## src/rtl/fetch_stage_pkg.sv

```systemverilog
// Shared definitions for the fetch stage: opcodes, NOP encoding, fetch FSM states.
package fetch_stage_pkg;

  localparam int unsigned INSTR_W  = 32;
  localparam int unsigned OPCODE_W = 6;

  localparam logic [OPCODE_W-1:0] OP_RTYPE = 6'b000000;
  localparam logic [OPCODE_W-1:0] OP_LW    = 6'b100011;
  localparam logic [OPCODE_W-1:0] OP_SW    = 6'b101011;
  localparam logic [OPCODE_W-1:0] OP_BEQ   = 6'b000100;

  localparam logic [INSTR_W-1:0] NOP_INSTR = 32'h0000_0000;

  typedef enum logic [1:0] {
    FS_FETCH     = 2'd0,
    FS_WAIT_SLOT = 2'd1,
    FS_DISCARD   = 2'd2
  } fetch_state_e;

  // Opcode field of an instruction word.
  function automatic logic [OPCODE_W-1:0] opcode_of(input logic [INSTR_W-1:0] instr);
    return instr[31:26];
  endfunction

endpackage

```

## src/rtl/fetch_skid_buf.sv

```systemverilog
// One-entry {instr, pc4} buffer holding a returned word while decode stalls.
// Ports: clk/rst_n; load_i captures instr_i/pc4_i; unload_i and clear_i empty
// the entry (clear/unload win over load); valid_o/instr_o/pc4_o show the entry.
module fetch_skid_buf
  import fetch_stage_pkg::*;
#(
  parameter int unsigned ADDR_W = 32
) (
  input  logic               clk,
  input  logic               rst_n,
  input  logic               load_i,
  input  logic               unload_i,
  input  logic               clear_i,
  input  logic [INSTR_W-1:0] instr_i,
  input  logic [ADDR_W-1:0]  pc4_i,
  output logic               valid_o,
  output logic [INSTR_W-1:0] instr_o,
  output logic [ADDR_W-1:0]  pc4_o
);

  logic               valid_q, valid_d;
  logic [INSTR_W-1:0] instr_q, instr_d;
  logic [ADDR_W-1:0]  pc4_q,   pc4_d;

  // Next-state for the entry.
  always_comb begin
    valid_d = valid_q;
    instr_d = instr_q;
    pc4_d   = pc4_q;
    if (clear_i || unload_i) begin
      valid_d = 1'b0;
    end else if (load_i) begin
      valid_d = 1'b1;
      instr_d = instr_i;
      pc4_d   = pc4_i;
    end
  end

  always_ff @(posedge clk or negedge rst_n) begin
    if (!rst_n) begin
      valid_q <= 1'b0;
      instr_q <= NOP_INSTR;
      pc4_q   <= '0;
    end else begin
      valid_q <= valid_d;
      instr_q <= instr_d;
      pc4_q   <= pc4_d;
    end
  end

  assign valid_o = valid_q;
  assign instr_o = instr_q;
  assign pc4_o   = pc4_q;

endmodule

```

## src/rtl/fetch_stage.sv

```systemverilog
// MIPS instruction fetch stage: owns the PC, drives the variable-latency
// imem req/ack port, presents one instruction at a time to decode with a
// one-entry skid so stalls never drop a word, and squashes wrong-path fetches
// on branch redirect.
// Ports: clk, rst_n; imem_req/imem_addr (out), imem_ack/imem_rdata (in);
// stall, redirect, redirect_pc (in); if_valid/if_instr/if_pc4/if_opcode (out).
module fetch_stage
  import fetch_stage_pkg::*;
#(
  parameter int unsigned       ADDR_W   = 32,
  parameter logic [ADDR_W-1:0] RESET_PC = '0
) (
  input  logic                clk,
  input  logic                rst_n,
  output logic                imem_req,
  output logic [ADDR_W-1:0]   imem_addr,
  input  logic                imem_ack,
  input  logic [INSTR_W-1:0]  imem_rdata,
  input  logic                stall,
  input  logic                redirect,
  input  logic [ADDR_W-1:0]   redirect_pc,
  output logic                if_valid,
  output logic [INSTR_W-1:0]  if_instr,
  output logic [ADDR_W-1:0]   if_pc4,
  output logic [OPCODE_W-1:0] if_opcode
);

  fetch_state_e       state_q, state_d;
  logic [ADDR_W-1:0]  pc_q,    pc_d;
  logic               req_q,   req_d;
  logic [ADDR_W-1:0]  addr_q,  addr_d;
  logic               valid_q, valid_d;
  logic [INSTR_W-1:0] instr_q, instr_d;
  logic [ADDR_W-1:0]  pc4_q,   pc4_d;

  logic               skid_load, skid_unload, skid_clear;
  logic               skid_valid;
  logic [INSTR_W-1:0] skid_instr;
  logic [ADDR_W-1:0]  skid_pc4;
  logic [ADDR_W-1:0]  pc_inc;
  logic [ADDR_W-1:0]  redirect_tgt;

  // pc is always the address of the current/next request, so pc+4 is both the
  // next fetch address and the pc4 of the word being returned.
  assign pc_inc       = pc_q + ADDR_W'(4);
  assign redirect_tgt = redirect_pc & ~ADDR_W'(3);

  fetch_skid_buf #(.ADDR_W(ADDR_W)) u_skid (
    .clk      (clk),
    .rst_n    (rst_n),
    .load_i   (skid_load),
    .unload_i (skid_unload),
    .clear_i  (skid_clear),
    .instr_i  (imem_rdata),
    .pc4_i    (pc_inc),
    .valid_o  (skid_valid),
    .instr_o  (skid_instr),
    .pc4_o    (skid_pc4)
  );

  // Next-state and output logic; redirect takes priority over stall and ack.
  always_comb begin
    state_d     = state_q;
    pc_d        = pc_q;
    req_d       = req_q;
    addr_d      = addr_q;
    valid_d     = valid_q;
    instr_d     = instr_q;
    pc4_d       = pc4_q;
    skid_load   = 1'b0;
    skid_unload = 1'b0;
    skid_clear  = 1'b0;

    if (redirect) begin
      pc_d       = redirect_tgt;
      valid_d    = 1'b0;
      skid_clear = 1'b1;
      case (state_q)
        FS_FETCH: begin
          if (req_q && !imem_ack) begin
            // Outstanding request must complete at its old address.
            state_d = FS_DISCARD;
          end else begin
            req_d  = 1'b1;
            addr_d = redirect_tgt;
          end
        end
        FS_WAIT_SLOT: begin
          state_d = FS_FETCH;
          req_d   = 1'b1;
          addr_d  = redirect_tgt;
        end
        FS_DISCARD: begin
          if (req_q && imem_ack) begin
            state_d = FS_FETCH;
            addr_d  = redirect_tgt;
          end
        end
        default: state_d = FS_FETCH;
      endcase
    end else begin
      if (valid_q && !stall) begin
        valid_d = 1'b0;
      end
      case (state_q)
        FS_FETCH: begin
          if (!req_q) begin
            req_d  = 1'b1;
            addr_d = pc_q;
          end else if (imem_ack) begin
            pc_d = pc_inc;
            if (!valid_q || !stall) begin
              valid_d = 1'b1;
              instr_d = imem_rdata;
              pc4_d   = pc_inc;
              addr_d  = pc_inc;
            end else begin
              skid_load = 1'b1;
              req_d     = 1'b0;
              state_d   = FS_WAIT_SLOT;
            end
          end
        end
        FS_WAIT_SLOT: begin
          if (!stall && skid_valid) begin
            valid_d     = 1'b1;
            instr_d     = skid_instr;
            pc4_d       = skid_pc4;
            skid_unload = 1'b1;
            req_d       = 1'b1;
            addr_d      = pc_q;
            state_d     = FS_FETCH;
          end
        end
        FS_DISCARD: begin
          if (req_q && imem_ack) begin
            addr_d  = pc_q;
            state_d = FS_FETCH;
          end
        end
        default: state_d = FS_FETCH;
      endcase
    end
  end

  always_ff @(posedge clk or negedge rst_n) begin
    if (!rst_n) begin
      state_q <= FS_FETCH;
      pc_q    <= RESET_PC;
      req_q   <= 1'b0;
      addr_q  <= RESET_PC;
      valid_q <= 1'b0;
      instr_q <= NOP_INSTR;
      pc4_q   <= '0;
    end else begin
      state_q <= state_d;
      pc_q    <= pc_d;
      req_q   <= req_d;
      addr_q  <= addr_d;
      valid_q <= valid_d;
      instr_q <= instr_d;
      pc4_q   <= pc4_d;
    end
  end

  assign imem_req  = req_q;
  assign imem_addr = addr_q;
  assign if_valid  = valid_q;
  assign if_instr  = instr_q;
  assign if_pc4    = pc4_q;
  assign if_opcode = opcode_of(instr_q);

endmodule
```

## config.mk

```make
export PLATFORM = sky130hd
export DESIGN_NAME = fetch_stage
export DESIGN_NICKNAME = d
export VERILOG_FILES = /design/src/rtl/fetch_stage_pkg.sv /design/src/rtl/fetch_skid_buf.sv /design/src/rtl/fetch_stage.sv
export SDC_FILE = /design/constraint.sdc
export NUM_CORES = 1
export LEC_CHECK = 0
export ABC_AREA = 1
export CORE_ASPECT_RATIO = 1.1
export CORE_MARGIN = 2
export CORE_UTILIZATION = 57
export DETAILED_ROUTE_END_ITERATION = 8
export PLACE_DENSITY_LB_ADDON = 0.2
export SLEW_MARGIN = 20
export SYNTH_ARGS = -nofsm -noshare
export SYNTH_HDL_FRONTEND = slang
export SYNTH_SLANG_ARGS = --single-unit
```

## constraint.sdc

```tcl
create_clock -name clk -period 6.05 [get_ports clk]
set_clock_uncertainty 0.2 [all_clocks]
set_input_delay 0.9075 -clock clk [delete_from_list [all_inputs] [get_ports clk]]
set_output_delay 0.9075 -clock clk [all_outputs]
set_load 0.01 [all_outputs]
```

==> results of run 1 <==
## through the flow
stage,cells,instance area [µm²]
3_3_place_gp,1558,11060
6_report,1590,11640
3_5_place_dp,1558,11060
5_1_grt,1590,11640
4_1_cts,1590,11630
2_1_floorplan,1250,9385
## where the power goes
group          switching (µW)  internal [µW]
Clock                     515            588
Sequential                327           1810
Combinational            1460           1120
Total                    2300           3520
## placed cells by master, fill, tap and decap left out, types with 2 or more instances in the layout
cell type and instances:
a21oi_1 56, a31oi_1 45, buf_4 7, clkbuf_16 17
clkbuf_8 2, clkdlybuf4s50_1 166, clkinv_2 3, clkinv_4 3
clkinvlp_4 2, conb_1 2, dfrtp_1 190, ha_1 4
inv_1 89, inv_2 4, inv_6 6, nand2_1 430
nand2_2 2, nand3_1 41, nand4_1 3, nor2_1 168
o211ai_1 27, o21ai_0 55, o21ai_1 42, o221ai_1 7
xor2_1 6
## sequential cells by signal, summed over array words and instances (netlist names)
register and cells:
state_q 2, u_skid.valid_o 1, if_valid 1, if_pc4 30, pc_q 30, if_instr 32, imem_addr 31, imem_req 1
u_skid.instr_o 32, u_skid.pc4_o 30
## cell families (layout without fill, tap and decap cells)
logic type	after synthesis	after routing	share of synthesized area
AO/OA/AOI/OAI	233	233	0.1404
XOR/XNOR	6	6	0.005601
adder cells (fa/ha/maj)	5	5	0.006668
buffers and inverters	167	303	0.07389
flip-flops	190	190	0.5068
other	1	2	0.0003997
AND/OR/NAND/NOR	647	647	0.2662
## metal layers
layer,part of all wire,routed length [µm],track usage,vias up
met2,0.47,11490,0.4539,327
met1,0.45,11060,0.4127,4054
li1,-,-,-,4258
met4,0.027,654,0.09659,0
met5,0,0,0,-
met3,0.057,1405,0.04090,40
## final cells by class
type	count	area share
Clock inverter	13	0.01107
Tap cell	204	0.02193
Sequential cell	190	0.4085
Inverter	95	0.03085
Multi-Input combinational cell	893	0.3397
Timing Repair Buffer	176	0.1499
Clock buffer	19	0.03806
## final timing paths
| kind | start | end | slack (ns) |
|---|---|---|---|
| worst max register to register | state_q[1] | if_pc4[31] | 1.97 |
| worst min register to register | if_pc4[7] | if_pc4[7] | 0.28 |
| min in group clk | if_pc4[7] | if_pc4[7] | 0.28 |
| worst min-delay path | rst_n | if_instr[27] | 0.18 |
| worst max-delay path | state_q[1] | if_pc4[31] | 1.97 |
| max in group asynchronous | rst_n | if_instr[15] | 4.29 |
==> flow_summary.json, run 1 <==
{
  "yosysSeqAreaShare": 0.5068,
  "coreArea_um2": 16250,
  "p_total_uw": 5821,
  "register_area_um2": 4755,
  "synth_flop_cell": "dfrtp_1",
  "syn_area_um2": 9381,
  "synth_most_common_cell": "nand2_1",
  "antenna_cells": 0,
  "crit_type": "reg2reg",
  "drt_iter0_drc": 847,
  "maxCapViolCount": 0,
  "hpwl_um": 16370,
  "synth_edf_count": 0,
  "vias": 8679,
  "crit_family": "buffers and inverters",
  "overflow": 0,
  "place_congestion": 0.9355,
  "status": "complete, no violations",
  "crit_cells": 9,
  "hold_ws_ns": 0.1812,
  "rsz0062_at_grt": "no",
  "peakVddDrop_uv": 347.2,
  "clk_pin_slew_ns": 0.07,
  "clk_path_buf_depth": 2,
  "worst_pin_slew_ns": 0.9449,
  "grt_pass1_vias": 8144,
  "routed_wl_um": 24610,
  "fin_ws_ns": 1.974,
  "crit_slowest_cell": "clkinv_2",
  "viasPerCell": 5.458,
  "synth_seq_cells": 190,
  "synthCells": 1249,
  "grt_pass1_wl_um": 40920,
  "arrival_ns": 4.24,
  "yosysTopAreaCellShare": 0.5068,
  "drc": 0,
  "yosysUniqueCellTypes": 25,
  "crit_chain": "inv_1 > ha_2 > clkinv_2 > nand2_1 > nand2_1 > nor3_4 > buf_4 > o21ai_0 > o21ai_1",
  "drt_pre_antenna_iters": 6,
  "insertion_delay_ns": 0.44,
  "dp_slack_ns": 2.240,
  "die_y_um": 138.6,
  "yosys_warnings": 0,
  "start_util": 0.5774,
  "p_leak_uw": 0.005435,
  "yosysTopAreaCell": "dfrtp_1",
  "fin_crit_ns": 4.076,
  "antenna_found_initial": 0,
  "die_w_um": 126.3,
  "die_area_um2": 17500,
  "slew_headroom": 0.3693,
  "area_growth_pct": 24.06,
  "report.final.slew_viol_count": 0,
  "portBuffers": 168,
  "ys_async_sr_fraction": 1.000,
  "numCtsBuffers": 17,
  "rows": 49,
  "setup_viol": 0,
  "final_util": 0.7164,
  "groute.usage.overall": 0.2874,
  "grt_max_degree": 83,
  "ant_nets": 0,
  "synthTopCellsByCount": "nand2_1, dfrtp_1, nor2_1",
  "cts.sinks": 190,
  "cts_tree": "yes",
  "worstPathMaxFanout": 77,
  "fillers": 1327,
  "cts_root_buffer": "clkbuf_16",
  "avgSynthCellArea_um2": 7.511,
  "max_freq_ghz": 0.2453,
  "drive_above_1_share": 0.03752,
  "holdBufCountCts": 0,
  "worst_path_largest_cell_delay_ns": 0.72,
  "powerDensity_nw_per_um2": 500.1,
  "multi_input_area_um2": 3954,
  "endpoint_kind": "register",
  "hold_viol": 0,
  "synth.area.top_cells": "dfrtp_1, nand2_1, nor2_1",
  "worst_ep_required_time_ns": 6.21,
  "cts-resized-gates": 0,
  "fin_tns_setup_ns": 0,
  "crit_top_cell": "nand2_1",
  "finalCritPeriodShare": 0.6737,
  "fin_nets": 1447,
  "cp_num_buf_inv": 3,
  "r2r_cells": 9,
  "wl_per_cell_um": 15.48,
  "postCtsSetupRepairBufs": 0,
  "ios": 173,
  "htree_levels": 4,
  "cp-start-kind": "register",
  "hp-class": "in2async"
}
Note: power is estimated with default switching activity, not from simulation.
==> run 2, diff against run 1 <==
CORE_UTILIZATION = 53   (was 57)
clock period = 3.9 ns   (was 6.05 ns; I/O delays follow)
==> flow_summary.json, run 2 (synthesis gave the netlist of run 1 again) <==
{
  "arrival_ns": 2.75,
  "cts_tree": "yes",
  "power_switching_uw": 3566,
  "grt_pass1_vias": 7968,
  "p_total_uw": 9211,
  "report.final.slew_viol_count": 0,
  "numCtsBuffers": 17,
  "place_congestion": 0.9103,
  "insertion_delay_ns": 0.44,
  "final_util": 0.6726,
  "rsz0062_at_grt": "no",
  "finalCritPeriodShare": 0.6760,
  "clk_path_buf_depth": 2,
  "cts_root_buffer": "clkbuf_16",
  "p_leak_uw": 0.005504,
  "pwr-share-clk": 0.204,
  "max_freq_ghz": 0.3793,
  "die_area_um2": 18780,
  "register_area_um2": 4755,
  "routed_wl_um": 24900,
  "worstPathMaxFanout": 33,
  "fin_tns_setup_ns": 0,
  "overflow": 0,
  "most-common-layout-cells": "nand2_1, dfrtp_1, nor2_1",
  "grt_max_degree": 78,
  "hold_viol": 0,
  "endpoint_kind": "register",
  "fillers": 1494,
  "die_w_um": 130.9,
  "htree_levels": 4,
  "rows": 51,
  "internal-power_uw": 5645,
  "hp-class": "reg2reg",
  "cts-resized-gates": 0,
  "groute.usage.overall": 0.2717,
  "ios": 173,
  "fin_nets": 1454,
  "layout_commonest_cell": "nand2_1",
  "crit_type": "reg2reg",
  "p_sw_frac": 0.3871,
  "vias": 8531,
  "holdBufCountCts": 1,
  "p_seq_frac": 0.360,
  "worst_pin_slew_ns": 0.8720,
  "drt_pre_antenna_iters": 6,
  "worst_ep_required_time_ns": 4.02,
  "start_util": 0.5346,
  "antenna_cells": 0,
  "cp-start-kind": "register",
  "antenna_found_initial": 0,
  "clk_pin_slew_ns": 0.07,
  "die_y_um": 143.5,
  "powerDensity_nw_per_um2": 780.5,
  "pwr-share-comb": 0.436,
  "wl_per_cell_um": 15.27,
  "status": "complete, no violations",
  "drt_iter0_drc": 554,
  "area_growth_pct": 25.81,
  "slew_headroom": 0.4180,
  "grt_pass1_wl_um": 39920,
  "viasPerCell": 5.231,
  "setup_viol": 0,
  "maxCapViolCount": 0,
  "drc": 0,
  "peakVddDrop_uv": 362.9,
  "fin_crit_ns": 2.636,
  "postCtsSetupRepairBufs": 0,
  "coreArea_um2": 17550,
  "portBuffers": 168,
  "ant_nets": 0,
  "multi_input_area_um2": 3951,
  "hpwl_um": 16920,
  "cts.sinks": 190,
  "drive_above_1_share": 0.04164
}
==> run 2: cell count changes in the layout (fill, tap and decap cells not counted), sizes merged <==
cell / delta
buf: +6
bufinv: +3
clkbuf: -2
clkinv: -2
dlygate4sd3: +1
inv: +1
==> run 2: final cells by class <==
class	count	share of cell area
Sequential cell	190	0.4028
Inverter	95	0.03021
Clock buffer	17	0.03604
Timing Repair Buffer	183	0.1532
Multi-Input combinational cell	893	0.3348
Clock inverter	15	0.01770
Tap cell	238	0.02523
==> run 2: path summary, 6_finish.rpt <==
check,startpoint,to,slack (ns),cells past startpoint
max in group asynchronous,rst_n,imem_addr[30],2.16,3
setup reg to reg,state_q[1],if_pc4[5],1.26,10
hold reg to reg,u_skid.instr_o[1],u_skid.instr_o[1],0.28,2
min in group asynchronous,rst_n,if_instr[27],0.52,2
hold / removal,u_skid.instr_o[1],u_skid.instr_o[1],0.28,2
setup / recovery,state_q[1],if_pc4[5],1.26,10
==> run 2: per-stage QoR <==
step / hold WS (ns) / setup slack, ns / area (µm²) / std cells
floorplan: 0.08941 / 1.852 / 9385 / 1250
global placement: 0.2613 / 1.031 / 11160 / 1598
detailed placement: 0.2651 / 1.011 / 11160 / 1598
CTS: 0.2834 / 1.251 / 11800 / 1631
global route: 0.2984 / 1.001 / 11800 / 1631
finish: 0.2833 / 1.264 / 11800 / 1631
==> run 2: metal layers <==
metal  global-route usage  up-vias  share of wire
met3              0.04617       35          0.058
met5                    0        -              0
met4              0.08735        0          0.017
met1               0.3729     3972           0.45
li1                     -     4262              -
met2               0.4413      262           0.47
==> run 2: critical path: stages, from the launching register on <==
cell and delay (ns):
dfrtp_1 0.41, inv_1 0.10, ha_2 0.43, inv_2 0.06
nand2_1 0.15, nand2_1 0.11, nor3_4 0.19, buf_4 0.36
inv_2 0.30, nand2_1 0.15, o21ai_1 0.07
==> run 2: power groups by stage <==
stage / clock (µW) / sequential [µW] / combinational, µW
5_1_grt: 1980 / 3410 / 4500
2_1_floorplan: 0 / 3470 / 2140
3_5_place_dp: 0 / 3340 / 4010
6_report: 1880 / 3310 / 4020
3_3_place_gp: 0 / 3310 / 3930
4_1_cts: 1910 / 3310 / 4040
